===== src/rtl/slurm16_uart_pkg.sv =====
// slurm16_uart_pkg
// Shared definitions for the slurm16 UART receive and transmit paths.
//   - 3-bit state encoding for the receive FSM, and an enum built on it
//   - calc_div / calc_half: derive the baud divider from clock and line rate
package slurm16_uart_pkg;

  localparam logic [2:0] ST_IDLE   = 3'd0;
  localparam logic [2:0] ST_START  = 3'd1;
  localparam logic [2:0] ST_DATA   = 3'd2;
  localparam logic [2:0] ST_STOP   = 3'd3;
  localparam logic [2:0] ST_WAITHI = 3'd4;

  typedef enum logic [2:0] {
    S_IDLE   = ST_IDLE,
    S_START  = ST_START,
    S_DATA   = ST_DATA,
    S_STOP   = ST_STOP,
    S_WAITHI = ST_WAITHI
  } rx_state_e;

  // Rounded clocks per bit; adding baud/2 before dividing rounds to nearest.
  function automatic int calc_div(input int clock_freq, input int baud);
    return (clock_freq + baud / 2) / baud;
  endfunction

  // Clocks from the detected start edge to the middle of the start bit.
  function automatic int calc_half(input int div);
    return div / 2;
  endfunction

endpackage


===== src/rtl/slurm16_rx_fifo.sv =====
// slurm16_rx_fifo
// Generic synchronous show-ahead FIFO. The head entry is presented on head_o
// whenever the FIFO is not empty; pop_i advances it on the next clock.
// Ports:
//   clk_i, rst_i       clock, synchronous active-high reset
//   push_i, push_data_i write request and data (ignored when full unless
//                       a pop happens in the same cycle)
//   pop_i              advance head (ignored when empty)
//   head_o             current head entry, 0 while empty
//   full_o, empty_o    status
//   count_o            number of stored entries, 0..DEPTH
module slurm16_rx_fifo #(
  parameter  int WIDTH = 8,
  parameter  int DEPTH = 16,
  localparam int AW    = $clog2(DEPTH),
  localparam int CW    = AW + 1
) (
  input  logic             clk_i,
  input  logic             rst_i,
  input  logic             push_i,
  input  logic [WIDTH-1:0] push_data_i,
  input  logic             pop_i,
  output logic [WIDTH-1:0] head_o,
  output logic             full_o,
  output logic             empty_o,
  output logic [CW-1:0]    count_o
);

  logic [WIDTH-1:0] mem_q [DEPTH];
  logic [AW-1:0]    wr_ptr_q, wr_ptr_d;
  logic [AW-1:0]    rd_ptr_q, rd_ptr_d;
  logic [CW-1:0]    count_q, count_d;
  logic             do_push, do_pop;

  assign empty_o = (count_q == '0);
  assign full_o  = (count_q == CW'(DEPTH));
  assign count_o = count_q;
  assign head_o  = empty_o ? '0 : mem_q[rd_ptr_q];

  // A pop frees a slot in the same cycle, so a full FIFO still accepts a
  // push when it is also being popped.
  assign do_pop  = pop_i && !empty_o;
  assign do_push = push_i && (!full_o || do_pop);

  // Pointer and occupancy bookkeeping; pointers wrap naturally because
  // DEPTH is a power of two.
  always_comb begin
    wr_ptr_d = wr_ptr_q;
    rd_ptr_d = rd_ptr_q;
    count_d  = count_q;
    if (do_push) wr_ptr_d = wr_ptr_q + AW'(1);
    if (do_pop)  rd_ptr_d = rd_ptr_q + AW'(1);
    case ({do_push, do_pop})
      2'b10:   count_d = count_q + CW'(1);
      2'b01:   count_d = count_q - CW'(1);
      default: count_d = count_q;
    endcase
  end

  // Pointer and count registers.
  always_ff @(posedge clk_i) begin
    if (rst_i) begin
      wr_ptr_q <= '0;
      rd_ptr_q <= '0;
      count_q  <= '0;
    end else begin
      wr_ptr_q <= wr_ptr_d;
      rd_ptr_q <= rd_ptr_d;
      count_q  <= count_d;
    end
  end

  // Storage array; contents need no reset because head_o is gated by empty.
  always_ff @(posedge clk_i) begin
    if (do_push) mem_q[wr_ptr_q] <= push_data_i;
  end

endmodule


===== src/rtl/slurm16_uart_rx.sv =====
// slurm16_uart_rx
// UART 8N1 receiver for slurm16. Recovers bytes LSB first from an
// asynchronous line, buffers them in a show-ahead FIFO and reports sticky
// framing / overrun errors.
// Ports:
//   clk_i          system clock, rising edge
//   rst_i          synchronous active-high reset
//   uart_rx_i      asynchronous serial input, idles high
//   rd_en_i        pop the FIFO head (ignored while empty)
//   clr_err_i      clear frame_err_o and overrun_o
//   rd_data_o      FIFO head, valid while rx_valid_o
//   rx_valid_o     FIFO not empty
//   fifo_count_o   FIFO occupancy
//   frame_err_o    sticky: a stop bit was sampled low
//   overrun_o      sticky: a byte was dropped on a full FIFO
//   irq_o          rx_valid_o | frame_err_o | overrun_o
module slurm16_uart_rx
  import slurm16_uart_pkg::*;
#(
  parameter  int CLOCK_FREQ = 10000000,
  parameter  int BAUD       = 115200,
  parameter  int FIFO_DEPTH = 16,
  localparam int CW         = $clog2(FIFO_DEPTH) + 1
) (
  input  logic          clk_i,
  input  logic          rst_i,
  input  logic          uart_rx_i,
  input  logic          rd_en_i,
  input  logic          clr_err_i,
  output logic [7:0]    rd_data_o,
  output logic          rx_valid_o,
  output logic [CW-1:0] fifo_count_o,
  output logic          frame_err_o,
  output logic          overrun_o,
  output logic          irq_o
);

  localparam int          DIV         = calc_div(CLOCK_FREQ, BAUD);
  localparam int          HALF        = calc_half(DIV);
  localparam logic [15:0] DIV_RELOAD  = 16'(DIV - 1);
  localparam logic [15:0] HALF_RELOAD = 16'(HALF - 1);

  logic        sync1_q, sync2_q;
  logic        rx_s;
  rx_state_e   state_q, state_d;
  logic [15:0] cnt_q, cnt_d;
  logic [2:0]  bit_idx_q, bit_idx_d;
  logic [7:0]  shift_q, shift_d;
  logic        frame_err_q, frame_err_d;
  logic        overrun_q, overrun_d;
  logic        tick;
  logic        push;
  logic        frame_err_set;
  logic        overrun_set;
  logic        pop;
  logic        fifo_full, fifo_empty;

  assign rx_s = sync2_q;
  assign tick = (cnt_q == 16'd0);

  // Two-flop synchronizer; reset to the idle (high) line level so a reset
  // never looks like a start edge.
  always_ff @(posedge clk_i) begin
    if (rst_i) begin
      sync1_q <= 1'b1;
      sync2_q <= 1'b1;
    end else begin
      sync1_q <= uart_rx_i;
      sync2_q <= sync1_q;
    end
  end

  // Receive FSM state, baud counter, bit index and shifter registers.
  always_ff @(posedge clk_i) begin
    if (rst_i) begin
      state_q   <= S_IDLE;
      cnt_q     <= '0;
      bit_idx_q <= '0;
      shift_q   <= '0;
    end else begin
      state_q   <= state_d;
      cnt_q     <= cnt_d;
      bit_idx_q <= bit_idx_d;
      shift_q   <= shift_d;
    end
  end

  // Next-state logic. The first tick lands mid start bit, every following
  // tick one bit period later, so each sample is taken near bit centre.
  always_comb begin
    state_d       = state_q;
    cnt_d         = cnt_q;
    bit_idx_d     = bit_idx_q;
    shift_d       = shift_q;
    push          = 1'b0;
    frame_err_set = 1'b0;
    case (state_q)
      S_IDLE: begin
        if (!rx_s) begin
          cnt_d   = HALF_RELOAD;
          state_d = S_START;
        end
      end
      S_START: begin
        if (tick) begin
          if (!rx_s) begin
            cnt_d     = DIV_RELOAD;
            bit_idx_d = 3'd0;
            state_d   = S_DATA;
          end else begin
            // Line was back high mid start bit: treat as a glitch.
            state_d = S_IDLE;
          end
        end else begin
          cnt_d = cnt_q - 16'd1;
        end
      end
      S_DATA: begin
        if (tick) begin
          shift_d = {rx_s, shift_q[7:1]};
          cnt_d   = DIV_RELOAD;
          if (bit_idx_q == 3'd7) state_d = S_STOP;
          else                   bit_idx_d = bit_idx_q + 3'd1;
        end else begin
          cnt_d = cnt_q - 16'd1;
        end
      end
      S_STOP: begin
        if (tick) begin
          if (rx_s) begin
            push    = 1'b1;
            state_d = S_IDLE;
          end else begin
            frame_err_set = 1'b1;
            state_d       = S_WAITHI;
          end
        end else begin
          cnt_d = cnt_q - 16'd1;
        end
      end
      S_WAITHI: begin
        // Hold off until the line recovers so a long break flags only once.
        if (rx_s) state_d = S_IDLE;
      end
      default: state_d = S_IDLE;
    endcase
  end

  slurm16_rx_fifo #(
    .WIDTH (8),
    .DEPTH (FIFO_DEPTH)
  ) u_fifo (
    .clk_i       (clk_i),
    .rst_i       (rst_i),
    .push_i      (push),
    .push_data_i (shift_q),
    .pop_i       (rd_en_i),
    .head_o      (rd_data_o),
    .full_o      (fifo_full),
    .empty_o     (fifo_empty),
    .count_o     (fifo_count_o)
  );

  // A byte is only lost when the FIFO is full and nobody pops this cycle.
  assign pop         = rd_en_i && !fifo_empty;
  assign overrun_set = push && fifo_full && !pop;

  // Sticky error flags; a set event in the same cycle as a clear wins.
  always_comb begin
    frame_err_d = frame_err_q;
    overrun_d   = overrun_q;
    if (clr_err_i) begin
      frame_err_d = 1'b0;
      overrun_d   = 1'b0;
    end
    if (frame_err_set) frame_err_d = 1'b1;
    if (overrun_set)   overrun_d   = 1'b1;
  end

  // Sticky flag registers.
  always_ff @(posedge clk_i) begin
    if (rst_i) begin
      frame_err_q <= 1'b0;
      overrun_q   <= 1'b0;
    end else begin
      frame_err_q <= frame_err_d;
      overrun_q   <= overrun_d;
    end
  end

  assign rx_valid_o  = !fifo_empty;
  assign frame_err_o = frame_err_q;
  assign overrun_o   = overrun_q;
  assign irq_o       = rx_valid_o | frame_err_q | overrun_q;

endmodule


===== config.mk =====
export PLATFORM = sky130hd
export DESIGN_NAME = slurm16_uart_rx
export DESIGN_NICKNAME = d
export VERILOG_FILES = /design/src/rtl/slurm16_uart_pkg.sv /design/src/rtl/slurm16_rx_fifo.sv /design/src/rtl/slurm16_uart_rx.sv
export SDC_FILE = /design/constraint.sdc
export NUM_CORES = 1
export LEC_CHECK = 0
export BUFFER_PORTS_ARGS = -buffer_cell sky130_fd_sc_hd__buf_2
export CAP_MARGIN = 40
export CORE_ASPECT_RATIO = 1.75
export CORE_UTILIZATION = 50
export DETAILED_ROUTE_END_ITERATION = 10
export HOLD_SLACK_MARGIN = 0.02
export PLACE_DENSITY_LB_ADDON = 0.1
export RECOVER_POWER = 100
export SYNTH_ARGS = -nofsm -noshare
export SYNTH_HDL_FRONTEND = slang
export SYNTH_SLANG_ARGS = --single-unit

===== constraint.sdc =====
create_clock -name clk_i -period 4.2 [get_ports clk_i]
set_input_delay 0.84 -clock clk_i [delete_from_list [all_inputs] [get_ports clk_i]]
set_output_delay 0.84 -clock clk_i [all_outputs]
set_load 0.01 [all_outputs]

# Yosys cells after proc, flatten, opt, wreduce, memory -nomap -nowiden
# Memory sizes are Yosys's and may differ from the RTL's. A register that Yosys moved wholly into a read port is not among the register bits.
# Cells that the tools add are included.
[op_classes]
n_eq_ne = 18
add_sub_neg = 6
n_mux = 35
n_bitwise = 2
n_reduce_logical = 20
[ops]
columns = ["cell", "count"]
rows = [
  ["$mux W16", 5],
  ["$pmux W16 S4", 1],
  ["$mux W3", 11],
  ["$ne A2 B2 Y1 const B", 9],
  ["$logic_not A16 Y1", 1],
  ["$sub A16 B1 Y16 const B", 1],
  ["$pmux W3 S5", 1],
  ["$mux W1", 11],
  ["$pmux W5 S2", 1],
  ["$add A4 B1 Y4 const B", 2],
  ["$mux W4", 2],
  ["$mux W8", 1],
  ["$reduce_bool A2 Y1", 4],
  ["$eq A3 B2 Y1 const B", 2],
  ["$eq A3 B3 Y1 const B", 2],
  ["$pmux W3 S2", 1],
  ["$reduce_and A6 Y1", 1],
  ["$add A5 B1 Y5 const B", 1],
  ["$eq A5 B5 Y1 const B", 1],
  ["$logic_not A5 Y1", 1],
  ["$reduce_and A5 Y1", 1],
  ["$sub A5 B1 Y5 const B", 1],
  ["$logic_and A1 B1 Y1", 4],
  ["$reduce_and A4 Y1", 1],
  ["other kinds (12)", 15],
]
[totals]
memories = 1
register_bits = 47
mem_bits_rw = 128
wordCells = 93
[mem_list]
columns = ["name", "words", "width", "read_ports", "rd_ports_with_merged_regs", "write_ports", "line_no", "text"]
rows = [
  ["u_fifo.mem_q", 16, 8, 1, 1, 1, "slurm16_rx_fifo.sv:29", "logic [WIDTH-1:0] mem_q [DEPTH];"],
]

# Logic depth before layout (Yosys ltp)
# Gate-level depths: netlist of run 1.
[logic_depth]
word_depth = 7
mapped_depth = 15

# Modules after synthesis
# A second synthesis of run 1 with hierarchy kept.
[unflattened]
hier_cells = 531
hier_area_um2 = 7712.4
[modules_own_cells]
columns = ["mod", "seq_area_each_um2", "instances", "cells_per_inst", "area_per_inst_um2"]
rows = [
  ["slurm16_rx_fifo", 4184.0, 1, 333, 5969.5],
  ["slurm16_uart_rx", 680.7, 1, 198, 1742.9],
]

# Worst setup path after synthesis of run 1
# No wires, ideal clock.
[synth_path]
kind = "input to register"
startpoint = "input port rd_en_i"
endpoint = "register u_fifo.count_q[4] (netlist: u_fifo.count_o[4])"
setup_slack_ns = 0.874
arrival_ns = 3.205
cell_stages = 13
cell_sequence = "nand2b_1 -> o21ai_0 -> nor4b_4 -> inv_1 -> ha_1 -> clkbuf_1 -> xor2_1 -> ha_1 -> a211o_1 -> nand2_1 -> nand3b_1 -> a31oi_1 -> mux2_2"
[synth_via]
elab_chain_cells = 5
[synth_lines]
columns = ["item", "line_no", "text"]
rows = [
  ["start, declared", "slurm16_uart_rx.sv:28", "input logic rd_en_i,"],
  ["$logic_and A1 B1 Y1 *", "slurm16_rx_fifo.sv:42", "assign do_pop = pop_i && !empty_o;"],
  ["$logic_or A1 B1 Y1", "slurm16_rx_fifo.sv:43", "assign do_push = push_i && (!full_o || do_pop);"],
  ["$logic_and A1 B1 Y1", "slurm16_rx_fifo.sv:43", ""],
  ["$eq A2 B1 Y1 / $eq A2 B2 Y1 (equally long branches)", "slurm16_rx_fifo.sv:53", "case ({do_push, do_pop})"],
  ["$pmux W5 S2 / $reduce_bool A2 Y1 (equally long branches)", "n/a", ""],
  ["end signal, assigned", "slurm16_rx_fifo.sv:69", "count_q <= count_d;"],
  ["end, declared", "slurm16_rx_fifo.sv:32", "logic [CW-1:0] count_q, count_d;"],
]
# Mark *: on every way between the ends. The rest lies on a longest branch, timed or not.
# A chain may end at the register's enable or synchronous reset.

# Worst setup path in the final report of run 1
[layout_path]
startpoint = "register cnt_q[0]"
endpoint = "register u_fifo.count_q[4] (netlist: u_fifo.count_o[4])"
[layout_via]
elab_chain_cells = 6
[layout_lines]
columns = ["item", "line_no", "text"]
rows = [
  ["start, declared", "slurm16_uart_rx.sv:46", "logic [15:0] cnt_q, cnt_d;"],
  ["start signal, assigned", "slurm16_uart_rx.sv:82", "cnt_q <= cnt_d;"],
  ["$logic_not A16 Y1 *", "slurm16_uart_rx.sv:59", "assign tick = (cnt_q == 16'd0);"],
  ["$mux W1 *", "slurm16_uart_rx.sv:129", "if (tick) begin"],
  ["$mux W1 *", "slurm16_uart_rx.sv:97", "case (state_q)"],
  ["$logic_and A1 B1 Y1 *", "slurm16_rx_fifo.sv:43", ""],
  ["$eq A2 B1 Y1 / $eq A2 B2 Y1 (equally long branches)", "slurm16_rx_fifo.sv:53", ""],
  ["$pmux W5 S2 / $reduce_bool A2 Y1 (equally long branches)", "n/a", ""],
]
# Marks and branches as above.

==> impl_metrics.toml, run 1 <==
[power_and_ir_drop]
ir_drop_v = 0.000287
powerDensity_mw_per_mm2 = 444
leakage_nw = 2.75

[clock_network]
root_buffer = "clkbuf_16"
clock_sinks = 179
path_clk_slew_ps = 70
cts_setup_buffers = 0
cts_tree = "done"
cts_resized = 0
cts.path.max_buffers = 2
cts-htree-levels = 4
clk_latency_ps = 420
hold_buffers = 0
numCtsBuffers = 17

[route]
first_pass_iters = 4
wl_microns = 15000
viasPerCell = 5.88
drt_iter0_markers = 190
via_count = 4384
drtAntennaViolNets = 0
wire_per_inst_microns = 20.2
drc = 0

[setup_path]
cpMostUsedCell = "ha_1"
slowest_stage = "nor4b_1"
critPathMaxFanout = 10
setup.worst_path.start_class = "register"
cp.required_ps = 4520
critPathKind = "register to register"
cp_slowest_stage_delay_ps = 480
cp-end-kind = "register"
reg2regPathDepth = 14
cp_cell_sequence = "inv_1 > ha_1 > nor4b_1 > nand4_1 > nor4b_4 > inv_1 > ha_1 > xor2_1 > ha_1 > a211o_1 > nand2_1 > nand3b_1 > a31oi_1 > mux2_2"
crit_arrival_ps = 4100

[yosys]
postSynthAreaPerCell_sq_um = 14.6
syn-cell-area_sq_mm = 0.00759
synth_top_area_share_pct = 50.6
synth.area.top_cells = "edfxtp_1 51%, dfxtp_1 13%, mux4_2 12%"
ys_top_cells_by_count = "128 x edfxtp_1, 51 x dfxtp_1, 41 x nor2_1"
ys_seq_area_share_pct = 64.1
ys_types = 59
synthCells = 519
yosysWarnings = 0
syn_nets = 537
yosysMostFrequentCell = "edfxtp_1"
synth-seq-cells = 179
yosysTopAreaCell = "edfxtp_1"
synth_flop_cell = "edfxtp_1"
synth_edf_count = 128
postSynth.asyncResetShare_pct = 0

[finish]
multi_input_area_sq_mm = 0.00255
register_area_sq_mm = 0.00487
drive_above_1_share_pct = 16.5
syn2layout_area_growth_pct = 11.0
nets = 567
n_antenna_cell = 0
fillCellCount = 1189

[floorplanning]
io_pins = 22
core_sq_mm = 0.0148
dieWidth_microns = 95.2
die_y_microns = 165
rows = 59
initial_core_util_pct = 51.2
dieArea_sq_mm = 0.0157

[timing]
setup_viol = 0
drv_slew = 43
relSlewSlack_pct = -27.1
tightest_slew_ps = 1910
skew_ps = 12.2
fin_crit_ps = 3790
hold_viol = 0
setup_slack_ps = 411
fmax_ghz = 0.264
setup-tns-final_ps = 0
grt_setup_unrepaired = "no"
min_period_over_period_pct = 90.2

[place]
port_buffers = 21
hpwl_microns = 10400
gp_congestion = 0.829
post-place-ws_ps = 453

[global_routing]
gr-total-overflow = 0
grt_usage_pct = 21.0
grt_max_degree = 43
grt_pass1_wl_microns = 23900
grt_pass1_vias = 4515
antenna_found_initial = 0

[hold_path]
hold_class = "register to register"
hold_path_depth = 1

[status]
violations = "capacitance limit, slew limit"
outcome = "finished with violations"

[job]
drv_cap = 1
[cell families (layout without fill, tap and decap cells)]
| kind of cell | after synthesis | after routing | share of synthesized area, % |
|---|---|---|---|
| DFF | 179 | 179 | 64.1 |
| AOI/OAI and AO/OA | 74 | 74 | 6.43 |
| buffers and inverters | 37 | 80 | 2.09 |
| adders and majority gates | 13 | 13 | 2.14 |
| and+or+nand+nor | 162 | 162 | 11.7 |
| muxes | 44 | 44 | 12.4 |
| xor gates and xnor gates | 10 | 10 | 1.15 |
[per-stage QoR]
stage	util [%]	cells	area [sq um]	total power, mW	hold slack [ps]
6_report	56.8	745	8430	3.74	413
2_1_floorplan	-	519	7590	2.17	389
4_1_cts	57.5	745	8530	3.79	413
3_3_place_gp	53.1	704	7880	2.22	392
5_1_grt	56.8	745	8430	3.87	430
3_5_place_dp	53.6	713	7950	2.23	397
[layout by cell type (no fill, tap or decap), types with 10 or more instances in the layout]
master,n
mux4_2,40
nor2_1,41
nand2b_1,12
dfxtp_1,50
clkbuf_16,17
edfxtp_1,128
a21oi_1,27
ha_1,13
inv_1,10
nor3_1,11
nand2_1,33
clkbuf_1,31
[power by group]
group	internal, mW	switching, mW
sequential	1.89	0.0296
clock	0.889	0.670
combinational	0.0921	0.175
[layer usage]
layer	vias to the layer above	track usage, %	routed length [microns]
li1	2063	-	-
met2	90	39.2	8510
met5	-	0	0
met3	26	4.19	396
met1	2205	22.7	5730
met4	0	8.13	381
[sequential cells by signal, indices dropped and copies added, names as in the netlist, named ones only]
name	count
state_q	3
bit_idx_q	3
u_fifo.rd_ptr_q	4
overrun_o	1
frame_err_o	1
cnt_q	16
u_fifo.mem_q	128
shift_q	8
rx_s	1
u_fifo.wr_ptr_q	4
sync1_q	1
u_fifo.count_o	5
[critical path: cells and delay by family (launching register included)]
family	cells	cell delay [ps]
simple gates	5	1410
buf+inv	2	230
xor+xnor	1	190
flops	1	330
mux	1	350
fa+ha+maj	3	730
compound gates	2	430
[final timing paths]
check / from / end / slack, ps
setup / recovery: cnt_q[0]$_SDFFE_PP0P_ / u_fifo.count_o[4]$_SDFFE_PP0P_ / 410
hold / removal: sync1_q$_SDFF_PP1_ / rx_s$_SDFF_PP1_ / 410
setup reg to reg: cnt_q[0]$_SDFFE_PP0P_ / u_fifo.count_o[4]$_SDFFE_PP0P_ / 410
hold reg to reg: sync1_q$_SDFF_PP1_ / rx_s$_SDFF_PP1_ / 410
[layout make-up]
cell class | count | area share, %
flip-flops and latches | 179 | 57.7
multi-input cells | 303 | 30.3
clock buffers | 19 | 5.14
well taps | 183 | 2.72
repair buffers | 38 | 1.92
clock inverters | 13 | 1.77
inverters | 10 | 0.445
Note: power is estimated with default switching activity, not from simulation.
==> run 2: changes to the inputs <==
ABC_AREA = 1   (was unset)
==> impl_metrics.toml, run 2 <==
[status]
outcome = "finished with violations"
violations = "DRC"

[yosys]
synth_top_area_share_pct = 48.0
ys_top_cells_by_count = "188 x nand2_1, 128 x edfxtp_1, 113 x nor2_1"
synth_edf_count = 128
yosysWarnings = 0
postSynth.asyncResetShare_pct = 0
synthCells = 822
synth-seq-cells = 179
synth.area.top_cells = "edfxtp_1 48%, dfxtp_1 13%, nand2_1 8.8%"
yosysTopAreaCell = "edfxtp_1"
syn_nets = 840
postSynthAreaPerCell_sq_um = 9.73
ys_seq_area_share_pct = 60.8
syn-cell-area_sq_mm = 0.00800
yosysMostFrequentCell = "nand2_1"
synth_flop_cell = "edfxtp_1"
ys_types = 41

[route]
wire_per_inst_microns = 18.1
first_pass_iters = 8
wl_microns = 18800
drt_iter0_markers = 238
via_count = 5707
drtAntennaViolNets = 0
drc = 4
viasPerCell = 5.49

[finish]
final_util_pct = 56.3
drive_above_1_share_pct = 8.44
syn2layout_area_growth_pct = 9.45
top_register = "u_fifo.mem_q"
layout_commonest_cell = "nand2_1"
largest_reg_flops = 128
layout_common_cells = "192 x nand2_1, 128 x edfxtp_1, 117 x nor2_1"
n_antenna_cell = 0
nets = 858
top_regs = "u_fifo.mem_q x128, cnt_q x16, shift_q x8"

[timing]
tightest_slew_ps = 914
skew_ps = 11.1
min_period_over_period_pct = 85.4
hold_slack_ps = 415
setup_viol = 0
grt_setup_unrepaired = "no"
drv_slew = 0
hold_viol = 0
fin_crit_ps = 3580
relSlewSlack_pct = 38.8
setup-tns-final_ps = 0
fmax_ghz = 0.279

[setup_path]
cp-end-kind = "output port"
slowest_stage = "inv_2"
cp_cell_sequence = "inv_2 > clkbuf_1 > nand2_1 > nand3_1 > nand2_1 > a21oi_1 > o31ai_1 > a21oi_1 > clkbuf_1"
critPathMaxFanout = 52
cp_slowest_stage_delay_ps = 630
cp.required_ps = 3360
regToRegStartpoint = "u_fifo.count_o[1]$_SDFFE_PP0P_"
setup.worst_path.start_class = "register"
cp_num_buf_inv = 3
critPathKind = "register to output port"
crit_arrival_ps = 2740
crit_family = "buffers and inverters"

[floorplanning]
io_pins = 22
dieArea_sq_mm = 0.0165
dieWidth_microns = 97.6
core_sq_mm = 0.0155
die_y_microns = 169
rows = 60
initial_core_util_pct = 51.5

[power_and_ir_drop]
ir_drop_v = 0.000479
leakage_nw = 3.45
powerDensity_mw_per_mm2 = 715

[clock_network]
root_buffer = "clkbuf_16"
clk_latency_ps = 420
cts-htree-levels = 4
path_clk_slew_ps = 70
cts_tree = "done"
numCtsBuffers = 17
cts_setup_buffers = 0
cts.path.max_buffers = 2
clock_sinks = 179
hold_buffers = 0
cts_resized = 0

[global_routing]
grt_max_degree = 65
grt_pass1_vias = 5711
gr-total-overflow = 0
grt_usage_pct = 24.0
grt_pass1_wl_microns = 29800
antenna_found_initial = 0

[job]
drv_cap = 0

[place]
port_buffers = 21
gp_congestion = 0.891
hpwl_microns = 12900

[hold_path]
min-delay-start = "sync1_q$_SDFF_PP1_"
hold_class = "register to register"
[run 2: cell types whose count changed in the layout (fill, tap and decap cells not counted), moves of 33 or more]
cell | previous run | this run
a21oi_1 | 27 | 65
inv_1 | 10 | 52
mux4_2 | 40 | 0
nand2_1 | 33 | 192
nand3_1 | 8 | 55
nor2_1 | 41 | 117
o21ai_0 | 7 | 40
[run 2: final timing paths]
path	to	slack (ps)	cells past startpoint
setup / recovery	rd_data_o[7]	620	9
hold reg to reg	rx_s$_SDFF_PP1_	420	1
hold / removal	rx_s$_SDFF_PP1_	420	1
setup reg to reg	u_fifo.count_o[4]$_SDFFE_PP0P_	1060	16
[run 2: kinds of logic (layout without fill, tap and decap cells)]
kind of cell             Yosys count  after routing  share of synthesized area (%)
flip-flops                       179            179                           60.8
AND/OR/NAND/NOR                  400            400                           22.4
AO/OA/AOI/OAI                    129            129                           8.96
XOR/XNOR                          13             13                           1.42
buffers and inverters             88            119                           4.36
adder cells (fa/ha/maj)           13             13                           2.03
[run 2: report_power, final]
group	switching [mW]	leakage (nW)	internal, mW
Clock	0.663	0.296	0.974
Combinational	1.59	1.53	0.707
Sequential	0.229	1.63	2.10
[run 2: area by class of cell]
| type | instances | area [sq um] |
|---|---|---|
| repair buffers | 27 | 116 |
| clock buffers | 21 | 460 |
| well taps | 186 | 233 |
| fillers | 1360 | 6780 |
| clock inverters | 11 | 150 |
| inverters | 60 | 231 |
| flip-flops and latches | 179 | 4870 |
| multi-input cells | 555 | 2700 |
[run 2: per-layer routing]
| metal | GRT usage [%] | vias to the layer above | part of all wire, % |
|---|---|---|---|
| met2 | 46.5 | 128 | 56 |
| met3 | 3.09 | 26 | 3.2 |
| met1 | 25.9 | 2748 | 39 |
| met4 | 9.88 | 0 | 2.3 |
| li1 | - | 2805 | - |
| met5 | 0 | - | 0 |
[run 2: per-stage QoR]
stage	worst slack (ps)	cell area, sq um	cells	power (mW)
detailed placement	1350	8250	1005	4.79
floorplan	1800	8000	822	4.10
global placement	1360	8240	1004	4.74
global route	346	8760	1039	6.66
finish	615	8760	1039	6.26
CTS	890	8860	1037	6.43
